<file path="config.mk">
export PLATFORM = sky130hd
export DESIGN_NAME = mouse_mmio
export DESIGN_NICKNAME = d
export VERILOG_FILES = /design/src/rtl/mouse_mmio_pkg.sv /design/src/rtl/mouse_packet_rx.sv /design/src/rtl/mouse_mmio.sv
export SDC_FILE = /design/constraint.sdc
export NUM_CORES = 1
export LEC_CHECK = 0
export ABC_AREA = 0
export BUFFER_PORTS_ARGS = -buffer_cell sky130_fd_sc_hd__buf_2
export CAP_MARGIN = 20
export CORE_MARGIN = 5
export CORE_UTILIZATION = 50
export DETAILED_ROUTE_END_ITERATION = 7
export PLACE_DENSITY = 0.7
export SETUP_SLACK_MARGIN = 0.05
export SLEW_MARGIN = 0
export SYNTH_ARGS = -nofsm -noshare
export SYNTH_HDL_FRONTEND = slang
export SYNTH_SLANG_ARGS = --single-unit
</file>
<file path="constraint.sdc">
create_clock -name clk -period 3.9 [get_ports clk]
set_input_delay 0.195 -clock clk [delete_from_list [all_inputs] [get_ports clk]]
set_output_delay 0.195 -clock clk [all_outputs]
set_load 0.005 [all_outputs]
</file>
<file path="src/rtl/mouse_mmio_pkg.sv">
// Shared definitions for the memory-mapped mouse peripheral: register
// offsets, PS/2 status-byte bit positions, packet FSM states and a clamp helper.
package mouse_mmio_pkg;

    // Register offsets relative to BASE_ADDR
    localparam logic [1:0] OFF_STATUS = 2'd0;
    localparam logic [1:0] OFF_POSX   = 2'd1;
    localparam logic [1:0] OFF_POSY   = 2'd2;

    // Bit positions inside the first (status) byte of a PS/2 movement packet
    localparam int LEFT  = 0;
    localparam int RIGHT = 1;
    localparam int SYNC  = 3;
    localparam int XSIGN = 4;
    localparam int YSIGN = 5;
    localparam int XOVF  = 6;
    localparam int YOVF  = 7;

    // Packet assembly states
    typedef enum logic [1:0] {
        WAIT_B0,
        WAIT_B1,
        WAIT_B2,
        APPLY
    } pkt_state_e;

    // Clamp a signed 16-bit value into [0, max_v]; negative values give 0.
    function automatic logic [15:0] clamp_s16(input logic signed [15:0] v,
                                              input logic [15:0]        max_v);
        logic [15:0] mag;
        mag = $unsigned(v);
        if (v[15])
            return 16'd0;
        else if (mag > max_v)
            return max_v;
        else
            return mag;
    endfunction

endpackage

</file>
<file path="src/rtl/mouse_packet_rx.sv">
// Assembles 3-byte PS/2 movement packets from the byte receiver. Bytes without
// the sync bit are dropped while hunting for a packet start, and a stalled
// partial packet is discarded after TIMEOUT idle cycles.
module mouse_packet_rx
    import mouse_mmio_pkg::*;
#(
    parameter int unsigned TIMEOUT = 4095
) (
    input  logic       clk,
    input  logic       rst,
    input  logic [7:0] rx_byte,
    input  logic       rx_valid,
    output logic       pkt_valid,
    output logic [7:0] pkt_status,
    output logic [8:0] pkt_dx,
    output logic [8:0] pkt_dy
);

    localparam int CW = $clog2(TIMEOUT + 1);

    pkt_state_e    state_q, state_d;
    logic [CW-1:0] cnt_q, cnt_d;
    logic [7:0]    status_q, status_d;
    logic [7:0]    dx_q, dx_d;
    logic [7:0]    dy_q, dy_d;

    // State and packet byte registers
    // NOTE: sequential state uses non-blocking assignments so every flop
    // samples the values from before this edge, independent of block order.
    always_ff @(posedge clk or posedge rst) begin
        if (rst) begin
            state_q  <= WAIT_B0;
            cnt_q    <= '0;
            status_q <= '0;
            dx_q     <= '0;
            dy_q     <= '0;
        end else begin
            state_q  <= state_d;
            cnt_q    <= cnt_d;
            status_q <= status_d;
            dx_q     <= dx_d;
            dy_q     <= dy_d;
        end
    end

    // Next-state logic: byte capture, resync and inter-byte timeout
    // NOTE: every signal gets a default first so no path leaves it
    // unassigned, which would otherwise infer a latch.
    always_comb begin
        state_d  = state_q;
        cnt_d    = cnt_q;
        status_d = status_q;
        dx_d     = dx_q;
        dy_d     = dy_q;

        unique case (state_q)
            // APPLY lasts one cycle and accepts a new first byte just like
            // WAIT_B0, so back-to-back packets lose nothing.
            WAIT_B0, APPLY: begin
                state_d = WAIT_B0;
                cnt_d   = '0;
                if (rx_valid && rx_byte[SYNC]) begin
                    status_d = rx_byte;
                    state_d  = WAIT_B1;
                end
            end
            WAIT_B1: begin
                if (rx_valid) begin
                    dx_d    = rx_byte;
                    cnt_d   = '0;
                    state_d = WAIT_B2;
                end else if (cnt_q == CW'(TIMEOUT - 1)) begin
                    cnt_d   = '0;
                    state_d = WAIT_B0;
                end else begin
                    cnt_d = cnt_q + 1'b1;
                end
            end
            WAIT_B2: begin
                if (rx_valid) begin
                    dy_d    = rx_byte;
                    cnt_d   = '0;
                    state_d = APPLY;
                end else if (cnt_q == CW'(TIMEOUT - 1)) begin
                    cnt_d   = '0;
                    state_d = WAIT_B0;
                end else begin
                    cnt_d = cnt_q + 1'b1;
                end
            end
            default: begin
                state_d = WAIT_B0;
                cnt_d   = '0;
            end
        endcase
    end

    assign pkt_valid  = (state_q == APPLY);
    assign pkt_status = status_q;
    assign pkt_dx     = {status_q[XSIGN], dx_q};
    assign pkt_dy     = {status_q[YSIGN], dy_q};

endmodule

</file>
<file path="src/rtl/mouse_mmio.sv">
// Memory-mapped mouse peripheral: integrates PS/2 packets into a clamped
// screen position, latches left clicks and answers CPU loads and stores at
// BASE_ADDR (status), BASE_ADDR+1 (posX) and BASE_ADDR+2 (posY).
module mouse_mmio
    import mouse_mmio_pkg::*;
#(
    parameter int unsigned BASE_ADDR = 16384,
    parameter int unsigned X_MAX     = 639,
    parameter int unsigned Y_MAX     = 479,
    parameter int unsigned X_INIT    = 320,
    parameter int unsigned Y_INIT    = 240,
    parameter int unsigned TIMEOUT   = 4095
) (
    input  logic        clk,
    input  logic        rst,
    input  logic [7:0]  rx_byte,
    input  logic        rx_valid,
    input  logic [15:0] addr,
    input  logic        rd_en,
    input  logic        wr_en,
    input  logic [15:0] wr_data,
    output logic [15:0] rd_data,
    output logic        rd_valid
);

    localparam logic [15:0] XMAX16 = 16'(X_MAX);
    localparam logic [15:0] YMAX16 = 16'(Y_MAX);

    logic       pkt_valid;
    logic [7:0] pkt_status;
    logic [8:0] pkt_dx;
    logic [8:0] pkt_dy;

    mouse_packet_rx #(
        .TIMEOUT (TIMEOUT)
    ) u_packet_rx (
        .clk        (clk),
        .rst        (rst),
        .rx_byte    (rx_byte),
        .rx_valid   (rx_valid),
        .pkt_valid  (pkt_valid),
        .pkt_status (pkt_status),
        .pkt_dx     (pkt_dx),
        .pkt_dy     (pkt_dy)
    );

    logic [15:0] pos_x_q, pos_x_d;
    logic [15:0] pos_y_q, pos_y_d;
    logic        click_q, click_d;
    logic        left_q, left_d;
    logic        right_q, right_d;
    logic [15:0] rd_data_q, rd_data_d;
    logic        rd_valid_q, rd_valid_d;

    // Address decode: offset from the base wraps, so one compare covers the range
    logic [15:0] off;
    logic        hit;
    logic        rd_hit;
    logic        wr_hit;

    assign off    = addr - 16'(BASE_ADDR);
    assign hit    = (off <= 16'd2);
    assign rd_hit = hit && rd_en;
    assign wr_hit = hit && wr_en;

    // Packet arithmetic in 12-bit signed; positions never exceed 11 bits
    logic signed [11:0] new_x;
    logic signed [11:0] new_y;

    assign new_x = $signed({1'b0, pos_x_q[10:0]}) + $signed({{3{pkt_dx[8]}}, pkt_dx});
    // PS/2 positive Y is up; screen Y grows downward
    assign new_y = $signed({1'b0, pos_y_q[10:0]}) - $signed({{3{pkt_dy[8]}}, pkt_dy});

    // Position, button, click and read-response registers
    always_ff @(posedge clk or posedge rst) begin
        if (rst) begin
            pos_x_q    <= 16'(X_INIT);
            pos_y_q    <= 16'(Y_INIT);
            click_q    <= 1'b0;
            left_q     <= 1'b0;
            right_q    <= 1'b0;
            rd_data_q  <= '0;
            rd_valid_q <= 1'b0;
        end else begin
            pos_x_q    <= pos_x_d;
            pos_y_q    <= pos_y_d;
            click_q    <= click_d;
            left_q     <= left_d;
            right_q    <= right_d;
            rd_data_q  <= rd_data_d;
            rd_valid_q <= rd_valid_d;
        end
    end

    // Register updates: packet first, then CPU writes override their axis
    always_comb begin
        logic click_set;
        logic click_clr;

        pos_x_d = pos_x_q;
        pos_y_d = pos_y_q;
        left_d  = left_q;
        right_d = right_q;

        if (pkt_valid) begin
            if (!pkt_status[XOVF])
                pos_x_d = clamp_s16({{4{new_x[11]}}, new_x}, XMAX16);
            if (!pkt_status[YOVF])
                pos_y_d = clamp_s16({{4{new_y[11]}}, new_y}, YMAX16);
            left_d  = pkt_status[LEFT];
            right_d = pkt_status[RIGHT];
        end

        if (wr_hit && off[1:0] == OFF_POSX)
            pos_x_d = clamp_s16($signed(wr_data), XMAX16);
        if (wr_hit && off[1:0] == OFF_POSY)
            pos_y_d = clamp_s16($signed(wr_data), YMAX16);

        // A new left press outranks a clear from a status read or write
        click_set = pkt_valid && pkt_status[LEFT] && !left_q;
        click_clr = (rd_hit && off[1:0] == OFF_STATUS) ||
                    (wr_hit && off[1:0] == OFF_STATUS && !wr_data[0]);

        if (click_set)
            click_d = 1'b1;
        else if (click_clr)
            click_d = 1'b0;
        else
            click_d = click_q;
    end

    // Read response: data sampled from current registers, returned next cycle
    always_comb begin
        rd_valid_d = rd_hit;
        rd_data_d  = '0;
        if (rd_hit) begin
            case (off[1:0])
                OFF_STATUS: rd_data_d = {13'b0, right_q, left_q, click_q};
                OFF_POSX:   rd_data_d = pos_x_q;
                default:    rd_data_d = pos_y_q;
            endcase
        end
    end

    assign rd_data  = rd_data_q;
    assign rd_valid = rd_valid_q;

endmodule

</file>
==> qor.yml <==
synthesis:
  post-synth-top-count-cell: "dfrtp_1"
  synthMuxAreaShare_pct: 6.18
  ys_types: 61
  avgSynthCellArea_sq_um: 9.90
  synth_top_cells_by_count: "dfrtp_1 (79), nor2_1 (53), a21oi_1 (27), ha_1 (27), inv_1 (25)"
  synth_area_leaders: "dfrtp_1 (41%), ha_1 (6.9%), mux2_2 (5.6%)"
  syn-cell-area_sq_um: 4860
  syn-instance-count: 491
  synth-compound-area-share_pct: 18.7
  netlist.area_leader.share_pct: 40.7
  synth-edff-count: 0
  synth_top_family_by_area: "compound AO/OA/AOI/OAI gates"
  synth_fa_ha_area_share_pct: 7.77
  synth_nets: 565
  synth-seq-cells: 85
  synth-simple-area-share_pct: 15.7
  ys_warn_count: 0
  async_flop_share_pct: 100
  yosysSeqAreaShare_pct: 43.9
  synth-main-ff-cell: "dfrtp_1"
  yosys.area.top_type: "dfrtp_1"
  synth_xor_area_share_pct: 4.32
clock_network:
  clk_latency_ns: 0.35
  htreeDepth: 3
  cts_setup_buffers: 0
  cts_root_buf: "clkbuf_8"
  clk_pin_slew_ns: 0.09
  postCtsHoldBufs: 1
  cts_resized: 0
  cts_tree: "done"
  clock_path_buffers: 2
  cts.sinks: 85
  cts_buffers: 9
critical_path:
  critPathArrivalTime_ns: 3.46
  r2r_cells: 9
  timing.rr.start: "pos_x_q[0]$_DFFE_PP0P_"
  end_kind: "register"
  rrSetupSlack_ns: 0.70
  criticalPathCategory: "register to register"
  setup.worst_path.end: "pos_x_q[8]$_DFFE_PP1P_"
  crit_start: "pos_x_q[0]$_DFFE_PP0P_"
  startpoint_type: "register"
  critPathMaxFanout: 9
  r2r_end: "pos_x_q[8]$_DFFE_PP1P_"
  crit_required_ns: 4.17
global_route:
  overflow: 0
  track_usage_pct: 21.2
  grt_pass1_vias: 3874
  grt_pass1_wl_mm: 19.3
  antenna_found_initial: 0
  grt_max_degree: 47
detailed_routing:
  wl_mm: 11.8
  route.detailed.drc: 0
  postRouteAntennaNets: 0
  drtPass1Iterations: 4
  vias_per_cell: 5.72
  vias: 3932
  wl_per_cell_um: 17.2
  drt_iter0_drc: 266
cells_and_area:
  fin_nets: 624
  area_growth_pct: 12.6
  fin_area_sq_um: 5470
  fillers: 897
  regArea_sq_um: 2130
  multi_input_area_sq_um: 2560
  drive_gt1_share_pct: 20.5
  n_antenna_cell: 0
job:
  maxCapViolCount: 0
run_status:
  status: "complete, no violations"
sta:
  rsz0062_at_grt: "false"
  relSlewSlack_pct: 27.2
  finalSetupViolations: 0
  finalClockSkew_ns: 0.0155
  finalMaxSlewViolations: 0
  hold_viol: 0
  fmax_mhz: 313
  fin_crit_sh_pct: 82.0
  setup-tns-final_ns: 0
  post-route-min-period_ns: 3.20
  max_slew.worst_pin.slew_ns: 1.09
floorplanning:
  die_area_sq_um: 11800
  chipHeight_um: 109
  coreArea_sq_um: 9640
  fp-row-count: 36
  die_w_um: 109
  num_io_pins: 62
  initial_core_util_pct: 50.4
power:
  power_leakage_uw: 0.00253
  powerDensity_nw_per_um2: 476
  max-vdd-ir-drop_mv: 0.267
placement:
  hpwl_mm: 9.15
  gp_congestion: 0.896
  placedInstanceArea_sq_um: 5270
  io_buffers: 60
worst_hold_path:
  hp-class: "primary input to register"
kinds of logic after synthesis:
family / after synthesis
xor+xnor: 24
compound gates: 135
fa+ha+maj: 29
other cells: 1
buf+inv: 40
mux: 27
flops: 85
simple gates: 150
critical path: stages, from the launching register on:
cell and delay (ns):
dfrtp_1 0.41, ha_1 0.24, fa_1 0.43, a211oi_1 0.28
o21ai_1 0.16, a2111oi_0 0.51, nor3_1 0.15, xor2_1 0.25
or3_1 0.44, o31ai_1 0.22
how the worst min path moves through the flow:
| stage | depth (start not counted) | startpoint | endpoint |
|---|---|---|---|
| after floorplan | 2 | wr_data[5] | pos_y_q[5]$_DFFE_PP1P_ |
| after global placement | 2 | rst | u_packet_rx.dx_q[2]$_DFFE_PP0P_ |
| after detailed placement | 2 | rst | pos_x_q[5]$_DFFE_PP0P_ |
| after CTS | 2 | rx_byte[2] | u_packet_rx.dx_q[2]$_DFFE_PP0P_ |
| after global routing | 2 | rx_byte[2] | u_packet_rx.dy_q[2]$_DFFE_PP0P_ |
| final | 2 | rx_byte[2] | u_packet_rx.dx_q[2]$_DFFE_PP0P_ |
state kept, by name, indices dropped and copies added, names as in the netlist:
signal,cells
rd_data,15
u_packet_rx.dx_q,8
right_q,1
click_q,1
u_packet_rx.cnt_q,12
u_packet_rx.pkt_status,6
pos_x_q,15
u_packet_rx.state_q,2
left_q,1
pos_y_q,15
u_packet_rx.dy_q,8
rd_valid,1
metrics by stage:
step / std cells / worst slack, ns / hold WS, ns / util [%] / total power (uW)
detailed placement: 671 / 0.788 / 0.354 / 54.7 / 2020
CTS: 688 / 0.759 / 0.0922 / 56.8 / 2610
finish: 688 / 0.703 / 0.103 / 56.8 / 2610
global route: 688 / 0.498 / 0.0867 / 56.8 / 2790
global placement: 671 / 0.833 / 0.361 / 54.7 / 2000
floorplan: 491 / 0.957 / 0.342 / - / 1800
per-layer routing:
metal / vias to the layer above / track usage [%] / share of wire [%]
li1: 1910 / - / -
met1: 1908 / 30.2 / 46
met2: 97 / 33.6 / 47
met3: 17 / 3.46 / 5.4
met4: 0 / 5.77 / 2.0
met5: - / 0 / 0
placed cells by master, fill, tap and decap left out, types with 8 or more instances in the layout:
cell / netlist / final
dfrtp_1: 79 / 79
buf_2: 2 / 60
nor2_1: 53 / 53
a21oi_1: 27 / 27
ha_1: 27 / 27
mux2_2: 24 / 24
inv_1: 25 / 24
o21ai_0: 22 / 22
nand2_1: 21 / 21
nand3_1: 15 / 15
xnor2_1: 15 / 15
a211oi_1: 12 / 12
and2_1: 12 / 12
a22oi_1: 11 / 11
o21a_1: 10 / 10
clkbuf_8: 0 / 10
xor2_1: 9 / 9
nor3_1: 9 / 9
o31ai_1: 8 / 8
layout make-up:
cell class,instances,area share (%)
Sequential cell,85,39.0
Inverter,25,1.74
Tap cell,133,3.04
Timing Repair Buffer,63,5.94
Clock inverter,6,0.960
Clock buffer,10,2.51
Multi-Input combinational cell,366,46.8
where the power goes:
group	internal (uW)	switching (uW)	total [uW]	leakage [uW]
Sequential	979	85.1	1060	0.00109
Clock	259	332	591	0.0000914
Combinational	417	532	950	0.00135
Note: power is estimated with default switching activity, not from simulation.
